`src/rtl/bp_update_sched.sv`:
```
// bp_update_sched -- branch predictor update scheduler.
//
// Collects branch resolutions from two branch-unit ports (port 0 is older),
// filters out non control-flow results, queues them in a small FIFO and
// streams them to the frontend predictors. On the first mispredict it
// raises a one-cycle redirect request and enters HOLD. In HOLD, resolutions
// are on the wrong path and are discarded until the controller flushes.
//
// Ports
//   clk_i, rst_ni           : clock (rising edge), async active-low reset
//   flush_i                 : pipeline flush; discards same-cycle resolutions,
//                             returns HOLD to RUN, keeps queued entries
//   res_valid_i[1:0]        : resolution valid per port
//   res_pc_i/res_target_i   : resolved PC / actual target per port
//   res_taken_i             : resolved direction per port
//   res_mispredict_i        : mispredict flag per port
//   res_cf_i                : control-flow type per port (NoCF = not a branch)
//   res_ready_o             : room for two resolutions this cycle
//   upd_valid_o/upd_ready_i : update stream handshake to the frontend
//   upd_pc_o, upd_target_o, upd_taken_o, upd_cf_o : head-of-queue update
//   mispredict_o            : one-cycle redirect request (registered)
//   mispredict_target_o     : redirect target (registered)
//   hold_o                  : FSM state register, 1 = HOLD, 0 = RUN
//
// Handshakes: a transfer happens on a rising edge where valid && ready.
// upd_valid_o never depends on upd_ready_i. Resolutions have no stall path:
// anything presented while res_ready_o=0 is dropped, so the producer must
// hold off on its own.

package bp_update_sched_pkg;
   // Same encoding as the core's control-flow type.
   typedef enum logic [2:0] {
      NoCF   = 3'd0,
      Branch = 3'd1,
      Jump   = 3'd2,
      JumpR  = 3'd3,
      Return = 3'd4
   } cf_t;
endpackage

module bp_update_sched
   import bp_update_sched_pkg::*;
#(
   parameter int unsigned DEPTH = 4,
   parameter int unsigned VLEN  = 64
) (
   input  logic                  clk_i,
   input  logic                  rst_ni,
   input  logic                  flush_i,
   input  logic [1:0]            res_valid_i,
   input  logic [1:0][VLEN-1:0]  res_pc_i,
   input  logic [1:0][VLEN-1:0]  res_target_i,
   input  logic [1:0]            res_taken_i,
   input  logic [1:0]            res_mispredict_i,
   input  cf_t  [1:0]            res_cf_i,
   output logic                  res_ready_o,
   output logic                  upd_valid_o,
   input  logic                  upd_ready_i,
   output logic [VLEN-1:0]       upd_pc_o,
   output logic [VLEN-1:0]       upd_target_o,
   output logic                  upd_taken_o,
   output cf_t                   upd_cf_o,
   output logic                  mispredict_o,
   output logic [VLEN-1:0]       mispredict_target_o,
   output logic                  hold_o
);

   localparam int unsigned PW = $clog2(DEPTH);
   localparam int unsigned CW = $clog2(DEPTH) + 1;

   typedef enum logic {
      RUN  = 1'b0,
      HOLD = 1'b1
   } state_t;

   state_t          state_q;
   logic [PW-1:0]   wr_ptr_q;
   logic [PW-1:0]   rd_ptr_q;
   logic [CW-1:0]   count_q;

   logic [VLEN-1:0] pc_mem     [DEPTH];
   logic [VLEN-1:0] target_mem [DEPTH];
   logic            taken_mem  [DEPTH];
   cf_t             cf_mem     [DEPTH];

   logic            accept;
   logic            need0;
   logic            need1;
   logic            push0;
   logic            push1;
   logic            pop;
   logic            mp0;
   logic            mp1;
   logic            go_hold;
   logic [VLEN-1:0] redirect_target;
   logic [PW-1:0]   wr_idx1;

   // Two free slots guaranteed whenever ready is high, so a dual push never
   // overflows. Based on the registered count only: a same-cycle pop does
   // not open the door.
   assign res_ready_o = (count_q <= CW'(DEPTH - 2));

   assign accept = (state_q == RUN) && res_ready_o && !flush_i;
   assign need0  = res_valid_i[0] && (res_cf_i[0] != NoCF);
   assign need1  = res_valid_i[1] && (res_cf_i[1] != NoCF);

   // A mispredicting port 0 puts port 1 on the wrong path.
   assign push0  = accept && need0;
   assign push1  = accept && need1 && !(need0 && res_mispredict_i[0]);

   assign mp0    = push0 && res_mispredict_i[0];
   assign mp1    = push1 && res_mispredict_i[1];
   assign go_hold = mp0 || mp1;
   assign redirect_target = mp0 ? res_target_i[0] : res_target_i[1];

   assign pop     = upd_valid_o && upd_ready_i;
   assign wr_idx1 = wr_ptr_q + PW'(push0);

   assign upd_valid_o  = (count_q != '0);
   assign upd_pc_o     = pc_mem[rd_ptr_q];
   assign upd_target_o = target_mem[rd_ptr_q];
   assign upd_taken_o  = taken_mem[rd_ptr_q];
   assign upd_cf_o     = cf_mem[rd_ptr_q];

   // Queue storage: contents are don't-care while count is zero.
   always_ff @(posedge clk_i) begin
      if (push0) begin
         pc_mem[wr_ptr_q]     <= res_pc_i[0];
         target_mem[wr_ptr_q] <= res_target_i[0];
         taken_mem[wr_ptr_q]  <= res_taken_i[0];
         cf_mem[wr_ptr_q]     <= res_cf_i[0];
      end
      if (push1) begin
         pc_mem[wr_idx1]     <= res_pc_i[1];
         target_mem[wr_idx1] <= res_target_i[1];
         taken_mem[wr_idx1]  <= res_taken_i[1];
         cf_mem[wr_idx1]     <= res_cf_i[1];
      end
   end

   // Pointers, occupancy, RUN/HOLD state and registered redirect.
   always_ff @(posedge clk_i or negedge rst_ni) begin
      if (!rst_ni) begin
         state_q             <= RUN;
         wr_ptr_q            <= '0;
         rd_ptr_q            <= '0;
         count_q             <= '0;
         mispredict_o        <= 1'b0;
         mispredict_target_o <= '0;
         hold_o              <= 1'b0;
      end else begin
         wr_ptr_q <= wr_ptr_q + PW'(push0) + PW'(push1);
         rd_ptr_q <= rd_ptr_q + PW'(pop);
         count_q  <= count_q + CW'(push0) + CW'(push1) - CW'(pop);

         mispredict_o <= go_hold;
         if (go_hold) begin
            mispredict_target_o <= redirect_target;
         end

         case (state_q)
            RUN: begin
               // go_hold already excludes flush cycles.
               if (go_hold) begin
                  state_q <= HOLD;
                  hold_o  <= 1'b1;
               end
            end
            HOLD: begin
               if (flush_i) begin
                  state_q <= RUN;
                  hold_o  <= 1'b0;
               end
            end
            default: begin
               state_q <= RUN;
               hold_o  <= 1'b0;
            end
         endcase
      end
   end

endmodule

```
`config.mk`:
```
export PLATFORM = sky130hd
export DESIGN_NAME = bp_update_sched
export DESIGN_NICKNAME = d
export VERILOG_FILES = /design/src/rtl/bp_update_sched.sv
export SDC_FILE = /design/constraint.sdc
export NUM_CORES = 1
export LEC_CHECK = 0
export ABC_CLOCK_PERIOD_IN_PS = 15400
export CAP_MARGIN = 30
export CORE_ASPECT_RATIO = 0.8
export CORE_MARGIN = 5
export CORE_UTILIZATION = 40
export CTS_CLUSTER_DIAMETER = 40
export DETAILED_ROUTE_END_ITERATION = 8
export PLACE_DENSITY_LB_ADDON = 0.15
export SLEW_MARGIN = 15
export SYNTH_ARGS = -nofsm -noshare
export SYNTH_HDL_FRONTEND = slang
export SYNTH_SLANG_ARGS = --single-unit
```
`constraint.sdc`:
```
create_clock -name clk_i -period 15.4 [get_ports clk_i]
set_clock_uncertainty 0.2 [all_clocks]
set_input_delay 3.08 -clock clk_i [delete_from_list [all_inputs] [get_ports clk_i]]
set_output_delay 3.08 -clock clk_i [all_outputs]
set_load 0.05 [all_outputs]
```
==> results of run 1 <==
==> state kept, by name (all words and copies together) (netlist names), 2 cells and up <==
name                 count
target_mem             256
taken_mem                4
cf_mem                  12
pc_mem                 256
mispredict_target_o     64
wr_ptr_q                 2
rd_ptr_q                 2
count_q                  3
==> logic make-up (layout without fill, tap and decap cells) <==
group,Yosys count,count (layout)
muxes,723,723
DFF,602,602
other,0,6
adders and majority gates,7,7
buffers and inverters,121,684
AOI/OAI and AO/OA,76,76
xor gates and xnor gates,4,4
and+or+nand+nor,83,83
==> layer usage <==
layer,part of all wire,wire length [um],vias to the layer above,global-route usage
li1,-,-,7506,-
met1,0.42,33590,8832,0.2552
met2,0.51,41400,384,0.3481
met3,0.049,3950,109,0.03984
met4,0.018,1460,10,0.05310
met5,0.00088,71,-,0
==> path summary, 6_finish.rpt <==
check | slack (ns) | cells after the start | end | from
min in group asynchronous | 2.13 | 1 | mispredict_target_o[47] | rst_ni
max in group asynchronous | 11.67 | 2 | rd_ptr_q[1] | rst_ni
max | 7.30 | 10 | pc_mem[2][50] | res_cf_i[0]
max reg2reg | 9.61 | 11 | pc_mem[2][50] | count_q[1]
min | 0.28 | 2 | mispredict_target_o[47] | mispredict_target_o[47]
min reg2reg | 0.28 | 2 | mispredict_target_o[47] | mispredict_target_o[47]
==> Yosys cell counts (all sizes together) <==
cell    count
o21ai      66
and2        1
edfxtp    528
or3         1
nor3        2
nand4       1
ha          5
xnor2       3
or2         2
dfrtp      74
mux2      528
a31o        2
nor3b       1
o31ai       3
or4b        1
a21oi       1
or4         1
nand3       1
mux4      132
buf        76
nor4b       1
o221ai      1
mux2i      63
nand2      69
o211ai      1
fa          2
nor2        2
inv        11
o311a       2
clkbuf     34
xor2        1
==> where the power goes <==
part           switching [mW]  internal [mW]
combinational            1.80           1.08
clock                   0.818           1.34
sequential              0.130           2.05
==> cell type report <==
type / count / area share
flip-flops and latches: 602 / 0.4633
clock buffers: 107 / 0.06384
multi-input cells: 893 / 0.2892
inverters: 11 / 0.001080
diodes: 6 / 0.0003927
clock inverters: 66 / 0.02048
well taps: 945 / 0.03092
repair buffers: 500 / 0.1307
==> placed cells by master (no fill, tap or decap), types with 3 or more instances in the layout <==
master | synthesis | final
clkinv_2 | 0 | 10
dfrtp_1 | 74 | 72
mux2i_1 | 63 | 63
clkdlybuf4s50_1 | 0 | 470
clkinv_1 | 0 | 5
bufinv_16 | 0 | 11
edfxtp_1 | 528 | 528
clkinvlp_4 | 0 | 19
mux2_4 | 138 | 138
inv_1 | 11 | 11
clkbuf_16 | 0 | 94
inv_6 | 0 | 4
mux2_2 | 390 | 390
ha_1 | 5 | 5
diode_2 | 0 | 6
xnor2_1 | 3 | 3
nand2_1 | 69 | 69
inv_16 | 0 | 4
mux4_2 | 132 | 132
clkbuf_8 | 0 | 4
clkinv_4 | 0 | 10
buf_4 | 0 | 25
clkbuf_1 | 34 | 9
o21ai_0 | 65 | 65
==> through the flow <==
stage | worst slack (ns) | instance area (um2)
global route | 7.105 | 38240
finish | 7.296 | 38240
global placement | 6.745 | 34930
floorplan | 1.258 | 29300
CTS | 7.305 | 38180
detailed placement | 6.636 | 34960
==> critical path: cells and delay by family <==
kind | cells | cell delay (ns)
muxes | 1 | 0.42
and+or+nand+nor | 3 | 1.51
buffers and inverters | 4 | 2.42
adders and majority gates | 1 | 0.24
xor gates and xnor gates | 1 | 0.50
==> impl_metrics.env, run 1 <==
export IMPL_initial_core_util=0.4051
export IMPL_grt_pass1_vias=18402
export IMPL_cts_inserted_buffers=92
export IMPL_p_leak_nw=13.96
export IMPL_synth_seq_area_share=0.6042
export IMPL_worstSkewPairLatency_ns=0.63
export IMPL_max_stage_delay_ns=0.89
export IMPL_synth_mux_area_frac=0.3435
export IMPL_htreeDepth=3
export IMPL_dieArea_um2=78810
export IMPL_yosysUniqueCellTypes=37
export IMPL_grt_pass1_wl_um=119200
export IMPL_arrival_ns=8.27
export IMPL_viasPerCell=5.381
export IMPL_post_cts_resized=0
export IMPL_root_buffer="clkbuf_16"
export IMPL_cap_violations=0
export IMPL_yosys_top_cells_area="edfxtp_1 54%, mux2_2 15%, mux4_2 10%"
export IMPL_synth_top_family_by_area="multiplexers"
export IMPL_ys_ff_latch=602
export IMPL_period_share=0.5263
export IMPL_required_ns=15.56
export IMPL_layout_min_cycle_time_ns=8.104
export IMPL_synth_compound_area_frac=0.01405
export IMPL_io_pins=472
export IMPL_startpoint_type="primary input"
export IMPL_fillers=5864
export IMPL_grt_use_total=0.1987
export IMPL_portBuffers=471
export IMPL_multi_input_area_um2=11060
export IMPL_synth_xor_area_frac=0.001196
export IMPL_synth_largest_area_cell="edfxtp_1"
export IMPL_cts_tree="yes"
export IMPL_critical_path_class="in2reg"
export IMPL_slew_headroom=0.3350
export IMPL_postCtsSetupRepairBufs=0
export IMPL_setup_tns_ns=0
export IMPL_clockBufferDepth=3
export IMPL_total_power_mw=7.225
export IMPL_cts_hold_fix_buffers=0
export IMPL_synth_area_um2=29300
export IMPL_final_nets=2379
export IMPL_regArea_um2=17710
export IMPL_outcome="complete, no violations"
export IMPL_num_vias=16841
export IMPL_layout_cells_non_filler=3130
export IMPL_synth_fa_ha_area_frac=0.003501
export IMPL_slew_viol_final=0
export IMPL_worstMarginPinSlew_ns=0.9975
export IMPL_crit_slowest_cell="buf_4"
export IMPL_final_util=0.5286
export IMPL_whs_ns=0.2781
export IMPL_path_common_cell="buf_4"
export IMPL_pwr_density_cell_nw_per_um2=189.0
export IMPL_grt_max_degree=133
export IMPL_grt_overflow=0
export IMPL_syn_nets=1895
export IMPL_drive_above_1_share=0.3951
export IMPL_drc_errors=0
export IMPL_coreArea_um2=72340
export IMPL_die_h_um=252.1
export IMPL_clk_pin_slew_worst_paths_ns=0.05
export IMPL_syn2layout_area_growth_pct=30.48
export IMPL_finalWirelength_um=80470
export IMPL_gp_congestion=0.7611
export IMPL_syn_area_per_cell_um2=18.13
export IMPL_setup_viol=0
export IMPL_peakVddDrop_mv=0.1129
export IMPL_synthCells=1616
export IMPL_die_w_um=312.6
export IMPL_hpwl_um=48980
export IMPL_cp_max_fo=52
export IMPL_fp_row_count=88
export IMPL_cts_sinks=602
export IMPL_dr_pass1_iters=5
export IMPL_placedCellCount=2949
export IMPL_wl_per_cell_um=25.71
export IMPL_ant_nets=0
export IMPL_rsz0062_at_grt="false"
export IMPL_yosysTopAreaCellShare=0.5411
export IMPL_synth_simple_area_share=0.01221
export IMPL_hp_class="reg2reg"
export IMPL_antenna_found_initial=11
export IMPL_drt_iter0_markers=920
export IMPL_yosysWarnings=0
export IMPL_path_cells="clkdlybuf4s50_1 -> or3_1 -> nand4_1 -> inv_1 -> ha_1 -> xnor2_1 -> or4_4 -> buf_4 -> buf_4 -> mux2_2"
export IMPL_finalHoldViolCount=0
export IMPL_endpoint_kind="flip-flop"
export IMPL_clock_fmax_ghz=0.1234
Note: power is estimated with default switching activity, not from simulation.
==> inputs of run 2 (changes only) <==
ABC_CLOCK_PERIOD_IN_PS = 7000   (was 15400)
clock period = 7 ns   (was 15.4 ns; I/O delays follow)
==> run 2 against run 1 <==
Net effect:
- cell area increased by 0.69%
- critical path depth unchanged
- via count about the same
- die area unchanged
- global-route usage increased by 0.33 points
- non-clock buffer count rose by 2
- sequential share of layout area is 0.32 points lower
- hold slack better by 0.00075 ns
- clock-buffer cell count did not move
- core utilization rose by 0.37 points
- combinational power grew 120%
- routed wire length rose by 0.41%
==> impl_metrics.env, run 2 (synthesized netlist as in run 1, its figures left out) <==
export IMPL_clock_fmax_ghz=0.1993
export IMPL_reg_top3="pc_mem: 256 flops, target_mem: 256 flops, mispredict_target_o: 64 flops"
export IMPL_p_leak_nw=14.11
export IMPL_rsz0062_at_grt="false"
export IMPL_layout_cells_non_filler=3137
export IMPL_multi_input_area_um2=11060
export IMPL_hpwl_um=48330
export IMPL_post_cts_resized=0
export IMPL_grt_overflow=0
export IMPL_cts_inserted_buffers=95
export IMPL_grt_pass1_vias=18600
export IMPL_critical_path_class="in2reg"
export IMPL_p_int_mw=9.965
export IMPL_gp_congestion=0.7463
export IMPL_switching_share=0.3786
export IMPL_setup_tns_ns=0
export IMPL_startpoint_type="primary input"
export IMPL_grt_use_total=0.2021
export IMPL_cap_violations=0
export IMPL_pwr_density_cell_nw_per_um2=416.5
export IMPL_layout_min_cycle_time_ns=5.019
export IMPL_die_h_um=252.1
export IMPL_pwr_share_clk=0.301
export IMPL_cts_sinks=602
export IMPL_critPathBufInv=3
export IMPL_drt_iter0_markers=1136
export IMPL_clk_pin_slew_worst_paths_ns=0.05
export IMPL_endpoint_kind="flip-flop"
export IMPL_period_share=0.7170
export IMPL_worstMarginPinSlew_ns=1.006
export IMPL_p_sw_mw=6.071
export IMPL_wl_per_cell_um=25.76
export IMPL_final_nets=2384
export IMPL_slew_headroom=0.3296
export IMPL_viasPerCell=5.369
export IMPL_dieArea_um2=78810
export IMPL_required_ns=7.17
export IMPL_drc_errors=0
export IMPL_antenna_found_initial=10
export IMPL_outcome="complete, no violations"
export IMPL_path_cells="clkdlybuf4s50_1 -> or3_1 -> nand4_1 -> inv_1 -> ha_1 -> xnor2_1 -> nand2_1 -> nor3_4 -> buf_12 -> mux2_2"
export IMPL_ant_nets=0
export IMPL_total_power_mw=16.04
export IMPL_fillers=5797
export IMPL_num_vias=16843
export IMPL_placedCellCount=2950
export IMPL_final_util=0.5322
export IMPL_postCtsSetupRepairBufs=0
export IMPL_initial_core_util=0.4051
export IMPL_worstSkewPairLatency_ns=0.63
export IMPL_grt_max_degree=133
export IMPL_path_delay_family="buffers and inverters"
export IMPL_slew_viol_final=0
export IMPL_finalWirelength_um=80800
export IMPL_cts_tree="yes"
export IMPL_fp_row_count=88
export IMPL_whs_ns=0.2789
export IMPL_layout_cells_most_common="edfxtp_1"
export IMPL_clockBufferDepth=3
export IMPL_grt_pass1_wl_um=121200
export IMPL_layout_common_cells="528 x edfxtp_1, 470 x clkdlybuf4s50_1, 390 x mux2_2"
export IMPL_syn2layout_area_growth_pct=31.38
export IMPL_arrival_ns=5.19
export IMPL_portBuffers=471
export IMPL_htreeDepth=3
export IMPL_root_buffer="clkbuf_16"
export IMPL_dr_pass1_iters=5
export IMPL_io_pins=472
export IMPL_combinationalPowerShare=0.400
export IMPL_regArea_um2=17710
export IMPL_cp_max_fo=132
export IMPL_pwr_share_seq=0.299
export IMPL_peakVddDrop_mv=0.3196
export IMPL_die_w_um=312.6
export IMPL_cts_hold_fix_buffers=0
export IMPL_hp_class="reg2reg"
export IMPL_drive_above_1_share=0.3968
export IMPL_setup_viol=0
export IMPL_coreArea_um2=72340
export IMPL_crit_slowest_cell="buf_12"
export IMPL_finalHoldViolCount=0
export IMPL_max_stage_delay_ns=0.71
## run 2: worst reg2reg max path: cells and delay by family, from the launching register on
family	cells	cell delay, ns
DFF	1	0.37
xor gates and xnor gates	1	0.27
adders and majority gates	1	0.19
and+or+nand+nor	5	1.50
buffers and inverters	2	0.96
muxes	1	0.62
## run 2: power groups by stage
stage | registers [mW] | clock network, mW | logic [mW]
final | 4.79 | 4.83 | 6.42
after global placement | 4.90 | 0 | 6.42
after CTS | 4.85 | 4.94 | 6.46
after global routing | 4.85 | 5.10 | 6.72
after detailed placement | 4.92 | 0 | 6.44
after floorplan | 5.36 | 0 | 3.72
## run 2: worst paths after layout
path | startpoint | endpoint | slack (ns) | depth (start not counted)
max reg2reg | count_q[0] | pc_mem[1][41] | 2.63 | 10
min in group asynchronous | rst_ni | mispredict_target_o[44] | 0.43 | 1
min | hold_o | hold_o | 0.28 | 2
max in group asynchronous | rst_ni | mispredict_target_o[14] | 5.16 | 3
min reg2reg | hold_o | hold_o | 0.28 | 2
max | res_cf_i[0] | pc_mem[1][41] | 1.98 | 10
## run 2: stage by stage
step | setup WS, ns | instance area (um2)
after floorplan | -1.333 | 29310
after global placement | 1.517 | 35130
after detailed placement | 1.427 | 35130
after CTS | 1.689 | 38420
after global routing | 1.902 | 38490
final | 1.981 | 38500
## run 2: layout make-up
class	count	share of cell area
multi-input cells	893	0.2873
repair buffers	502	0.1351
flip-flops and latches	602	0.4601
well taps	945	0.03071
diodes	7	0.0004550
clock buffers	107	0.06451
inverters	11	0.001072
clock inverters	70	0.02077
## run 2: metal layers
| metal | global-route usage | routed length, um |
|---|---|---|
| met1 | 0.2582 | 33280 |
| met2 | 0.3537 | 41680 |
| met3 | 0.04353 | 4275 |
| met4 | 0.05208 | 1515 |
| met5 | 0 | 48 |
==> inputs of run 3 (changes only) <==
ABC_CLOCK_PERIOD_IN_PS = 4500   (was 7000)
clock period = 4.5 ns   (was 7 ns; I/O delays follow)
==> run 3 against run 2 <==
Net effect:
- register-to-register slack lost 1.7 ns
- core utilization grew 0.90 points
- first-iteration DRC count shrank 17%
- sequential power up 55%
- sequential share of layout area is 0.76 points lower
- flip-flop and latch count stayed put
==> impl_metrics.env, run 3 (synthesized netlist as in run 1, its figures left out) <==
export IMPL_arrival_ns=3.07
export IMPL_multi_input_area_um2=11080
export IMPL_viasPerCell=5.310
export IMPL_startpoint_type="flip-flop"
export IMPL_drc_errors=0
export IMPL_grt_pass1_vias=18556
export IMPL_syn2layout_area_growth_pct=33.60
export IMPL_period_share=0.9266
export IMPL_pwr_density_cell_nw_per_um2=644.2
export IMPL_setup_viol=0
export IMPL_reg_top3="pc_mem: 256 flops, target_mem: 256 flops, mispredict_target_o: 64 flops"
export IMPL_num_vias=16874
export IMPL_fp_row_count=88
export IMPL_max_stage_delay_ns=0.74
export IMPL_p_leak_nw=14.41
export IMPL_fillers=5766
export IMPL_fin_area_um2=39150
export IMPL_critPathBufInv=2
export IMPL_path_cells="buf_12 -> mux4_2 -> clkdlybuf4s50_1"
export IMPL_clockBufferDepth=3
export IMPL_cts_tree="yes"
export IMPL_endpoint_kind="primary output"
export IMPL_cts_inserted_buffers=98
export IMPL_layout_min_cycle_time_ns=4.170
export IMPL_clock_fmax_ghz=0.2398
export IMPL_grt_overflow=0
export IMPL_finalWirelength_um=78850
export IMPL_antenna_found_initial=9
export IMPL_rsz0062_at_grt="false"
export IMPL_dpl_instance_area_um2=35730
export IMPL_clk_pin_slew_worst_paths_ns=0.05
export IMPL_cp_max_fo=46
export IMPL_worstMarginPinSlew_ns=0.7942
export IMPL_worstSkewPairLatency_ns=0.64
export IMPL_cts_sinks=602
export IMPL_cap_violations=0
export IMPL_whs_ns=0.1143
export IMPL_drt_iter0_markers=942
export IMPL_layout_cells_non_filler=3178
export IMPL_drive_above_1_share=0.4086
export IMPL_die_h_um=252.1
export IMPL_hp_class="in2async"
export IMPL_required_ns=3.40
export IMPL_placedCellCount=2987
export IMPL_cts_hold_fix_buffers=0
export IMPL_portBuffers=471
export IMPL_gp_congestion=0.7520
export IMPL_slew_headroom=0.4705
export IMPL_final_nets=2421
export IMPL_grt_max_degree=131
export IMPL_hpwl_um=50060
export IMPL_slew_viol_final=0
export IMPL_peakVddDrop_mv=0.4297
export IMPL_postCtsSetupRepairBufs=0
export IMPL_critical_path_class="reg2out"
export IMPL_regArea_um2=17710
export IMPL_crit_slowest_cell="clkdlybuf4s50_1"
export IMPL_coreArea_um2=72340
export IMPL_layout_common_cells="528 x edfxtp_1, 470 x clkdlybuf4s50_1, 390 x mux2_2"
export IMPL_htreeDepth=3
export IMPL_ant_nets=0
export IMPL_dieArea_um2=78810
export IMPL_path_delay_family="buffers and inverters"
export IMPL_initial_core_util=0.4051
export IMPL_outcome="complete, no violations"
export IMPL_wl_per_cell_um=24.81
export IMPL_io_pins=472
export IMPL_post_cts_resized=0
export IMPL_grt_use_total=0.1949
export IMPL_layout_cells_most_common="edfxtp_1"
export IMPL_dr_pass1_iters=5
export IMPL_grt_pass1_wl_um=117100
export IMPL_root_buffer="clkbuf_16"
export IMPL_finalHoldViolCount=0
export IMPL_die_w_um=312.6
[run 3: worst reg2reg max path: stages (launching register included)]
cell,delay [ns]
dfrtp_1,0.34
inv_1,0.08
ha_1,0.28
or2_4,0.28
nand4_1,0.17
inv_1,0.12
ha_1,0.23
xnor2_2,0.33
or4b_4,0.58
buf_12,0.26
mux2_4,0.49
[run 3: layout make-up]
type                       count  area share
tap                          945     0.03020
sequential                   602      0.4525
clock buffer                 115     0.06718
multi-input combinational    893      0.2831
clock inverter                70     0.01972
inverter                      11    0.001055
antenna                        6   0.0003835
timing repair buffer         536      0.1459
[run 3: report_power, final]
part / internal, mW / switching [mW] / leakage, nW / total, mW
Combinational: 3.93 / 6.26 / 7.07 / 10.2
Sequential: 7.01 / 0.398 / 5.69 / 7.41
Clock: 4.74 / 2.88 / 1.65 / 7.62
[run 3: routing by layer]
layer | GRT usage | up-vias | routed length, um
li1 | - | 7597 | -
met1 | 0.2457 | 8735 | 32410
met2 | 0.3468 | 422 | 40950
met3 | 0.03836 | 116 | 3801
met4 | 0.05272 | 4 | 1656
met5 | 0 | - | 27
[run 3: per-stage QoR]
stage          setup TNS, ns  utilization  setup slack, ns  total power [mW]
5_1_grt                    0       0.5412           0.1623             26.18
3_3_place_gp               0       0.4940           0.1415             17.79
2_1_floorplan        -206.68            -          -0.8051             14.11
3_5_place_dp               0       0.4940           0.1175             17.86
4_1_cts                    0       0.5410           0.2201             25.58
6_report                   0       0.5412           0.3301             25.22
[run 3: path summary, 6_finish.rpt]
| path | start | end | slack (ns) | cells after the start |
|---|---|---|---|---|
| setup / recovery | rd_ptr_q[0] | upd_target_o[61] | 0.33 | 3 |
| hold / removal | rst_ni | mispredict_target_o[51] | 0.11 | 1 |
| setup reg to reg | count_q[1] | pc_mem[0][59] | 0.89 | 10 |
| hold reg to reg | mispredict_target_o[6] | mispredict_target_o[6] | 0.27 | 2 |
| max in group asynchronous | rst_ni | rd_ptr_q[0] | 3.03 | 2 |
| min in group clk_i | mispredict_target_o[6] | mispredict_target_o[6] | 0.27 | 2 |
